<file path="src/rtl/ro_readout_pkg.sv">
// Shared types and constants for the ring-oscillator count readout block.
package ro_readout_pkg;

   typedef enum logic [2:0] {
      ST_IDLE    = 3'd0,
      ST_CLEAR   = 3'd1,
      ST_MEASURE = 3'd2,
      ST_CAPTURE = 3'd3,
      ST_SEND    = 3'd4
   } state_t;

   localparam logic [7:0] HEADER_DEF  = 8'hA5;
   localparam int         FRAME_BYTES = 18;
   localparam int         COUNT_W     = 32;
   localparam int         IDX_W       = 5;
   localparam int         CAP_W       = 4 * COUNT_W;

   // XOR of every byte in the packed capture vector (frame checksum).
   function automatic logic [7:0] xor_bytes(input logic [CAP_W-1:0] v);
      logic [7:0] acc;
      acc = '0;
      for (int i = 0; i < CAP_W / 8; i++) begin
         acc ^= v[8*i +: 8];
      end
      return acc;
   endfunction

endpackage

</file>
<file path="src/rtl/ro_frame_serializer.sv">
// Captures the four counts and streams the 18-byte frame over valid/ready.
module ro_frame_serializer
   import ro_readout_pkg::*;
#(
   parameter logic [7:0] HEADER = HEADER_DEF
)(
   input  logic               clk,
   input  logic               rst_n,
   input  logic               load,
   input  logic [COUNT_W-1:0] inv_count,
   input  logic [COUNT_W-1:0] nand_count,
   input  logic [COUNT_W-1:0] nor_count,
   input  logic [COUNT_W-1:0] div_count,
   input  logic               tx_ready,
   output logic [7:0]         tx_data,
   output logic               tx_valid,
   output logic               last_xfer
);

   localparam logic [IDX_W-1:0] LAST_IDX = IDX_W'(FRAME_BYTES - 1);

   logic [CAP_W-1:0] cap;
   logic [7:0]       chk;
   logic [IDX_W-1:0] idx;
   logic [IDX_W-1:0] idx_nxt;
   logic [7:0]       frame_byte [2**IDX_W];
   logic             xfer;

   assign xfer      = tx_valid & tx_ready;
   assign last_xfer = xfer & (idx == LAST_IDX);
   assign idx_nxt   = idx + IDX_W'(1);

   // Byte at each frame position: header, 16 count bytes MSB-first, checksum.
   always_comb begin
      for (int i = 0; i < 2**IDX_W; i++) begin
         frame_byte[i] = '0;
      end
      frame_byte[0] = HEADER;
      for (int k = 0; k < CAP_W / 8; k++) begin
         frame_byte[k+1] = cap[CAP_W-1-8*k -: 8];
      end
      frame_byte[FRAME_BYTES-1] = chk;
   end

   // Capture on load, then advance one byte per accepted transfer; hold while stalled.
   always_ff @(posedge clk or negedge rst_n) begin
      if (!rst_n) begin
         cap      <= '0;
         chk      <= '0;
         idx      <= '0;
         tx_valid <= 1'b0;
         tx_data  <= '0;
      end else if (load) begin
         cap      <= {inv_count, nand_count, nor_count, div_count};
         chk      <= xor_bytes({inv_count, nand_count, nor_count, div_count});
         idx      <= '0;
         tx_valid <= 1'b1;
         tx_data  <= HEADER;
      end else if (xfer) begin
         if (idx == LAST_IDX) begin
            idx      <= '0;
            tx_valid <= 1'b0;
            tx_data  <= '0;
         end else begin
            idx     <= idx_nxt;
            tx_data <= frame_byte[idx_nxt];
         end
      end
   end

endmodule

</file>
<file path="src/rtl/ro_count_readout.sv">
// Measurement sequencer: clears the frequency counter, opens the count
// window, captures the counts and hands them to the frame serializer.
//
// state      | meaning
// -----------+-----------------------------------------------------------
// ST_IDLE    | waiting for start; counter held in clear
// ST_CLEAR   | read_data low for CLEAR_CYCLES to reset the counter
// ST_MEASURE | read_data high for WINDOW_CYCLES while the counter runs
// ST_CAPTURE | read_data still high; counts latched into the serializer
// ST_SEND    | counter cleared again; frame bytes streaming out
module ro_count_readout
   import ro_readout_pkg::*;
#(
   parameter int unsigned CLEAR_CYCLES  = 16,
   parameter int unsigned WINDOW_CYCLES = 100010,
   parameter logic [7:0]  HEADER        = HEADER_DEF
)(
   input  logic               clk,
   input  logic               rst_n,
   input  logic               start,
   input  logic [COUNT_W-1:0] inv_count,
   input  logic [COUNT_W-1:0] nand_count,
   input  logic [COUNT_W-1:0] nor_count,
   input  logic [COUNT_W-1:0] div_count,
   output logic               read_data,
   output logic [7:0]         tx_data,
   output logic               tx_valid,
   input  logic               tx_ready,
   output logic               busy,
   output logic               done
);

   localparam int unsigned TMR_MAX = (CLEAR_CYCLES > WINDOW_CYCLES) ? CLEAR_CYCLES : WINDOW_CYCLES;
   localparam int          TMR_W   = $clog2(TMR_MAX + 1);
   localparam logic [TMR_W-1:0] CLEAR_LOAD  = TMR_W'(CLEAR_CYCLES - 1);
   localparam logic [TMR_W-1:0] WINDOW_LOAD = TMR_W'(WINDOW_CYCLES - 1);

   state_t           state;
   logic [TMR_W-1:0] tmr;
   logic [1:0]       rst_sync;
   logic             run_ok;
   logic             load;
   logic             last_xfer;

   // start is only honoured once the reset release has passed through two flops.
   assign run_ok = rst_sync[1];
   assign load   = (state == ST_CAPTURE);

   // Reset-release synchroniser: asserts immediately, deasserts after two edges.
   always_ff @(posedge clk or negedge rst_n) begin
      if (!rst_n) begin
         rst_sync <= 2'b00;
      end else begin
         rst_sync <= {rst_sync[0], 1'b1};
      end
   end

   // Sequencer with down-counting phase timer and registered outputs.
   always_ff @(posedge clk or negedge rst_n) begin
      if (!rst_n) begin
         state     <= ST_IDLE;
         tmr       <= '0;
         read_data <= 1'b0;
         busy      <= 1'b0;
         done      <= 1'b0;
      end else begin
         done <= 1'b0;
         unique case (state)
            ST_IDLE: begin
               if (start && run_ok) begin
                  state     <= ST_CLEAR;
                  tmr       <= CLEAR_LOAD;
                  busy      <= 1'b1;
                  read_data <= 1'b0;
               end
            end
            ST_CLEAR: begin
               if (tmr == '0) begin
                  state     <= ST_MEASURE;
                  tmr       <= WINDOW_LOAD;
                  read_data <= 1'b1;
               end else begin
                  tmr <= tmr - TMR_W'(1);
               end
            end
            ST_MEASURE: begin
               if (tmr == '0) begin
                  state <= ST_CAPTURE;
               end else begin
                  tmr <= tmr - TMR_W'(1);
               end
            end
            ST_CAPTURE: begin
               state     <= ST_SEND;
               read_data <= 1'b0;
            end
            ST_SEND: begin
               if (last_xfer) begin
                  state <= ST_IDLE;
                  busy  <= 1'b0;
                  done  <= 1'b1;
               end
            end
            default: begin
               state     <= ST_IDLE;
               busy      <= 1'b0;
               read_data <= 1'b0;
            end
         endcase
      end
   end

   ro_frame_serializer #(
      .HEADER (HEADER)
   ) u_ser (
      .clk        (clk),
      .rst_n      (rst_n),
      .load       (load),
      .inv_count  (inv_count),
      .nand_count (nand_count),
      .nor_count  (nor_count),
      .div_count  (div_count),
      .tx_ready   (tx_ready),
      .tx_data    (tx_data),
      .tx_valid   (tx_valid),
      .last_xfer  (last_xfer)
   );

endmodule

</file>
<file path="config.mk">
export PLATFORM = sky130hd
export DESIGN_NAME = ro_count_readout
export DESIGN_NICKNAME = d
export VERILOG_FILES = /design/src/rtl/ro_readout_pkg.sv /design/src/rtl/ro_frame_serializer.sv /design/src/rtl/ro_count_readout.sv
export SDC_FILE = /design/constraint.sdc
export NUM_CORES = 1
export LEC_CHECK = 0
export ABC_AREA = 0
export BUFFER_PORTS_ARGS = -buffer_cell sky130_fd_sc_hd__buf_4
export CAP_MARGIN = 25
export CORE_MARGIN = 2
export CORE_UTILIZATION = 42
export CTS_BUF_LIST = sky130_fd_sc_hd__clkbuf_8 sky130_fd_sc_hd__clkbuf_16
export DETAILED_ROUTE_END_ITERATION = 10
export HOLD_SLACK_MARGIN = 0.12
export PLACE_DENSITY = 0.58
export SYNTH_ARGS = -nofsm -noshare
export SYNTH_HDL_FRONTEND = slang
export SYNTH_SLANG_ARGS = --single-unit
export TNS_END_PERCENT = 1
</file>
<file path="constraint.sdc">
create_clock -name clk -period 6.97 [get_ports clk]
set_clock_uncertainty 0.2 [all_clocks]
set_input_delay 0.3485 -clock clk [delete_from_list [all_inputs] [get_ports clk]]
set_output_delay 0.3485 -clock clk [all_outputs]
set_load 0.05 [all_outputs]
</file>
=== After elaboration in Yosys (flattened, before gate mapping) ===
Index checks and enable logic that the tools add are counted.

* Reduce and logical (&&, ||, !) cells: 13
* Multiplexer cells: 29
* Bitwise gates (word level): 20
* Div/mod/pow operators: 0
* Equal/unequal tests: 10
* Add/subtract/negate cells: 2
* Shift-type cells: 0
* Magnitude comparators: 1
* Multiply operators: 0

{| class="wikitable"
|+ Operators by type and width
! operator !! count
|-
| $xor A8 B8 Y8 || 15
|-
| $mux W17 || 3
|-
| $pmux W17 S3 || 1
|-
| $bmux W8 S5 || 1
|-
| $mux W8 || 5
|-
| $logic_not A17 Y1 || 1
|-
| $sub A17 B1 Y17 const B || 1
|-
| $mux W5 || 3
|-
| $pmux W3 S5 || 1
|-
| $mux W3 || 4
|-
| $ne A2 B2 Y1 const B || 5
|-
| $mux W1 || 9
|-
| $reduce_and A3 Y1 || 3
|-
| $eq A3 B2 Y1 const B || 2
|-
| $ge A6 B6 Y1 const B || 1
|-
| $not A5 Y6 || 1
|-
| $pmux W1 S3 || 2
|-
| $add A5 B1 Y5 const B || 1
|-
| $eq A5 B5 Y1 const B || 1
|-
| $reduce_and A4 Y1 || 1
|-
| $reduce_bool A2 Y1 || 2
|-
| $eq A3 B1 Y1 const B || 1
|-
| $eq A3 B3 Y1 const B || 1
|-
| $logic_not A3 Y1 || 1
|-
| other kinds (7) || 9
|}

* Output and inout port bits: 12
* Bits in writable memories: 0
* Memories: 0
* Memory bits (read-only): 0
* Logic and storage cells: 86
* Latch bits: 0
* Flip-flop bits (word level): 175
* Input port bits: 132

=== Longest topological paths before layout ===
* Depth after elaboration: 15
* Gate-level depth with buffers: 9
* Mapped depth without buffers: 7

=== Cells and area by module ===
From an unflattened synthesis, not the netlist that was laid out.

* Cell total of the unflattened synthesis: 746
* Area, all modules: 9317.7 um^2

{| class="wikitable"
|+ By module, submodules not included
! module !! times used !! area an instance (um^2) !! cells each !! seq. area each (um^2)
|-
| ro_frame_serializer || 1 || 7888.8 || 592 || 3753.6
|-
| ro_count_readout || 1 || 1428.9 || 154 || 625.6
|}

=== Worst setup path before layout ===
Ideal clock, no wire load.

* Path kind: register to register
* Start: register u_ser.idx[0]
* End: register u_ser.tx_data[0]
* Setup time: 0.149 ns
* Buffers on the path: 1
* Required time: 6.621 ns
* Period minus slack after synthesis: 2.367 ns
* Path slack: 4.603 ns
* Cell stages (with the launch flop): 7
* Arrival time: 2.018 ns
* Cells stage by stage: dfrtp_1 > ha_1 > buf_1 > mux4_2 > mux4_2 > nand2_1 > o2111ai_1

* Longest elaborated chain between the ends: 8
* Elaborated cells between the ends (all ways): 9
* Those cells by class: add/sub: 1; eq/ne: 1; mux: 6; bitwise: 1

{| class="wikitable"
|+ RTL lines
! element !! line !! RTL
|-
| start: declaration || ro_frame_serializer.sv:24 || <nowiki>logic [IDX_W-1:0] idx;</nowiki>
|-
| start signal: assignment || ro_frame_serializer.sv:65 || <nowiki>idx <= idx_nxt;</nowiki>
|-
| $add A5 B1 Y5 || ro_frame_serializer.sv:31 || <nowiki>assign idx_nxt = idx + IDX_W'(1);</nowiki>
|-
| $not A5 Y6 (implied by the code) || ro_frame_serializer.sv:66 || <nowiki>tx_data <= frame_byte[idx_nxt];</nowiki>
|-
| $bmux W8 S5 || ro_frame_serializer.sv:66 ||
|-
| $mux W8 (implied by the code) (2 in series) || ro_frame_serializer.sv:66 ||
|-
| $mux W8 * || ro_frame_serializer.sv:60 || <nowiki>if (idx == LAST_IDX) begin</nowiki>
|-
| $mux W8 * || ro_frame_serializer.sv:59 || <nowiki>end else if (xfer) begin</nowiki>
|-
| $mux W8 * || ro_frame_serializer.sv:53 || <nowiki>end else if (load) begin</nowiki>
|-
| end signal: assignment || ro_frame_serializer.sv:66 ||
|-
| end: declaration || ro_frame_serializer.sv:15 || <nowiki>output logic [7:0] tx_data,</nowiki>
|}

Mark *: on every way between the ends. The rest lies on a longest branch, timed or not. The select of a mux whose other input is x is not followed.
A chain may end at the register's enable or synchronous reset.

=== Worst setup path in the final report ===
* Start: register u_ser.idx[0]
* End: register u_ser.tx_data[7]

The elaborated chain is that of the path after synthesis.

==> run metrics <==
status finished clean; P_int 3190 uW; sequential area share after synthesis 47.3%; post-synth cell types 61; Post-synth EDFFs 0; area of the multi-input gates 4690 um2; DRC viols 0; Lkg Pwr 0.00533 uW; Crit Path Max Fanout 50; antenna cells 0; Via density 5.22; Starting Density 42.6%; Least-Margin Pin Slew 862 ps; Synth Area in Simple Gates 6.46%; RSZ-0062 raised after global routing no; fraction of layout cells with a size suffix above 1 34.7%; clock network fraction of total power 19.3%; DIE HEIGHT 153 um; grt total ovfl 0; register share of total power 36.1%; Slew Viols, Final 0; worst hold slack 158 ps; CP max stage cell xor2_2; Reg area 4380 um2; CP startpoint kind flop; Worst EP required 7040 ps; H-tree Lvls 4; Critical Path, Cell by Cell buf_4 > nand3_1 > xor2_2 > mux4_2 > nand2_1 > o2111ai_1; Area Growth Syn to Fin 35.7%; Async SR Flop Fraction 100%; Port Buffers 143; hold path depth 0; CP max stage delay 730 ps; final worst-path cycle share 43.6%; largest net degree at the start of global routing 101; dpl hpwl 15100 um; Post-CTS Setup Repair Bufs 0; syn_area_per_cell 12.6 um2; CP arrival 3100 ps; First-pass DRT Iterations 5; Yosys warnings 0; number of global-route vias before repair 7163; DP Worst Slack 3690 ps; Setup WS post-layout 3930 ps; initial antenna violation count 0; HP Class reg -> reg; Design Power 4990 uW; Post-Syn Area 9270 um2; FF-to-FF End u_ser.tx_data[7]; number of fill cells 1758; Iteration-0 DRC Markers 297; die area 23300 um2; clk sink count 175; Vias 6769; Syn Nets 874; fmax 329 MHz; GRT Util Overall 20.1%; CTS Buffer Depth 2; Tmin final 3040 ps; antenna-violating nets left 0; post-synthesis compound-gate area fraction 7.01%; Pwr Density 397 nW/um2; FP Rows 54; Max-cap violations 0; worst-skew pair later-pin latency 440 ps; setup TNS 0 ps; Nets 1139; Placer Congestion 0.793; Max rail drop VDD 0.000205 V; Synth Area in Adders 0.540%; crit end category flop; hold path endpoint rst_sync[1]; Worst Hold Launch rst_sync[0]; core box area 21800 um2; drt wl/cell 17.7 um; # setup viols final 0; RR Startpoint u_ser.idx[0]; Net Sw Frac 36.0%; CTS clk-pin slew, worst paths 70 ps; Slew HR 42.5%; R2R Setup Slk 3930 ps; Yosys reg bits 175; first-pass GRT wire length 37100 um; CTS tree yes; WL final 23000 um; Die W 153 um; NetSw 1790 uW; Final Hold Violating Endpoints 0; FF-to-FF path depth 6; mux cell area share after synthesis 24.7%; Gate power share 44.6%; Syn Inst Count 738; ys flop type dfrtp_1; Root Buffer clkbuf_16; TritonCTS Buffers 17; largest family of logic cells by synthesized area multiplexers; Synth Area in XOR/XNOR 11.7%; Crit Path Category reg -> reg; io pins 144
## cells by family (layout without fill, tap and decap cells)
logic type,count (synthesis),count (layout)
fa+ha+maj,4,4
xor+xnor,123,123
mux,178,178
other cells,1,1
simple gates,117,117
compound gates,96,96
buf+inv,44,322
flops,175,175
## worst max path at each step
stage / end / startpoint / depth (start not counted) / slack, ps
2_1_floorplan: u_ser.tx_data[0] / u_ser.idx[0] / 6 / 4600
3_3_place_gp: u_ser.idx[2] / state[1] / 6 / 3820
3_5_place_dp: u_ser.idx[2] / state[1] / 6 / 3690
4_1_cts: u_ser.idx[2] / state[1] / 6 / 3680
5_1_grt: u_ser.tx_data[2] / u_ser.idx[0] / 6 / 3650
6_report: u_ser.tx_data[7] / u_ser.idx[0] / 6 / 3930
## registers in the layout, indices dropped and copies added, names as in the netlist
name            flops
busy                1
done                1
read_data           1
rst_sync            2
state               3
tmr                17
u_ser.cap         128
u_ser.chk           8
u_ser.idx           5
u_ser.tx_data       8
u_ser.tx_valid      1
## power groups by stage
stage | clock network [uW] | logic (uW) | registers [uW]
2_1_floorplan | 0 | 1570 | 1800
3_3_place_gp | 0 | 2120 | 1780
3_5_place_dp | 0 | 2160 | 1810
4_1_cts | 986 | 2230 | 1790
5_1_grt | 1030 | 2410 | 1860
6_report | 964 | 2220 | 1800
## what timing repair did
action                    in CTS  in global routing
hold endpoints to repair     229                  0
gates resized for setup        0                  0
hold buffers                 131                  0
## cell usage after synthesis (all sizes together) (3+ instances only)
cell	count	share of area, %
or3	3	0.20
o21a	4	0.32
nand3	8	0.43
ha	4	0.54
buf	24	1.4
nand2b	3	0.20
nor4	4	0.34
o221ai	5	0.47
a2bb2oi	3	0.28
mux4	28	6.8
o2111ai	4	0.38
a31oi	8	0.54
o21ai	26	1.4
xor2	17	1.6
nand4	4	0.27
and4	3	0.28
nand2	42	1.7
inv	7	0.28
a21o	3	0.24
xnor2	106	10
nor3	12	0.82
dfrtp	175	47
a21oi	22	1.2
and2	3	0.20
mux2	128	16
nor2	22	0.89
o22a	4	0.38
mux2i	22	2.4
clkbuf	13	0.53
## worst max-delay path: cells and delay by family (launching register included)
| family | cells | cell delay, ps |
|---|---|---|
| xor gates and xnor gates | 1 | 730 |
| buffers and inverters | 1 | 660 |
| muxes | 1 | 450 |
| AOI/OAI and AO/OA | 1 | 100 |
| DFF | 1 | 360 |
| and+or+nand+nor | 2 | 350 |
## layout make-up
cell class | count | share of cell area, %
Timing Repair Buffer | 283 | 20.1
Multi-Input combinational cell | 519 | 37.3
Clock buffer | 17 | 3.38
Sequential cell | 175 | 34.8
Tap cell | 280 | 2.79
Inverter | 7 | 0.209
Clock inverter | 15 | 1.36
## layer usage
layer / track usage (%) / vias to the layer above / routed length, um
li1: - / 3187 / -
met5: 0 / - / 0
met2: 34.2 / 135 / 11700
met3: 3.58 / 37 / 667
met4: 6.31 / 0 / 446
met1: 26.2 / 3410 / 10100
## through the flow
stage	utilization (%)	std cells	instance area (um2)
floorplan	-	738	9270
global placement	48.5	1129	10600
detailed placement	48.6	1130	10600
CTS	57.4	1293	12500
global route	57.8	1296	12600
finish	57.8	1296	12600
## layout by cell type, fill, tap and decap left out, drive strengths merged, types with 4 or more instances in the layout
| master | instances |
|---|---|
| nor2 | 22 |
| nor3 | 12 |
| nand3 | 8 |
| a21oi | 22 |
| nand4 | 4 |
| clkinv | 5 |
| o2111ai | 4 |
| mux2i | 22 |
| nand2 | 42 |
| inv | 13 |
| dfrtp | 175 |
| ha | 4 |
| mux4 | 28 |
| dlygate4sd3 | 131 |
| clkbuf | 17 |
| xor2 | 17 |
| buf | 152 |
| nor4 | 4 |
| a31oi | 8 |
| o21ai | 26 |
| o21a | 4 |
| o22a | 4 |
| mux2 | 128 |
| o221ai | 5 |
| xnor2 | 106 |
(Power assumes the default switching activity.)
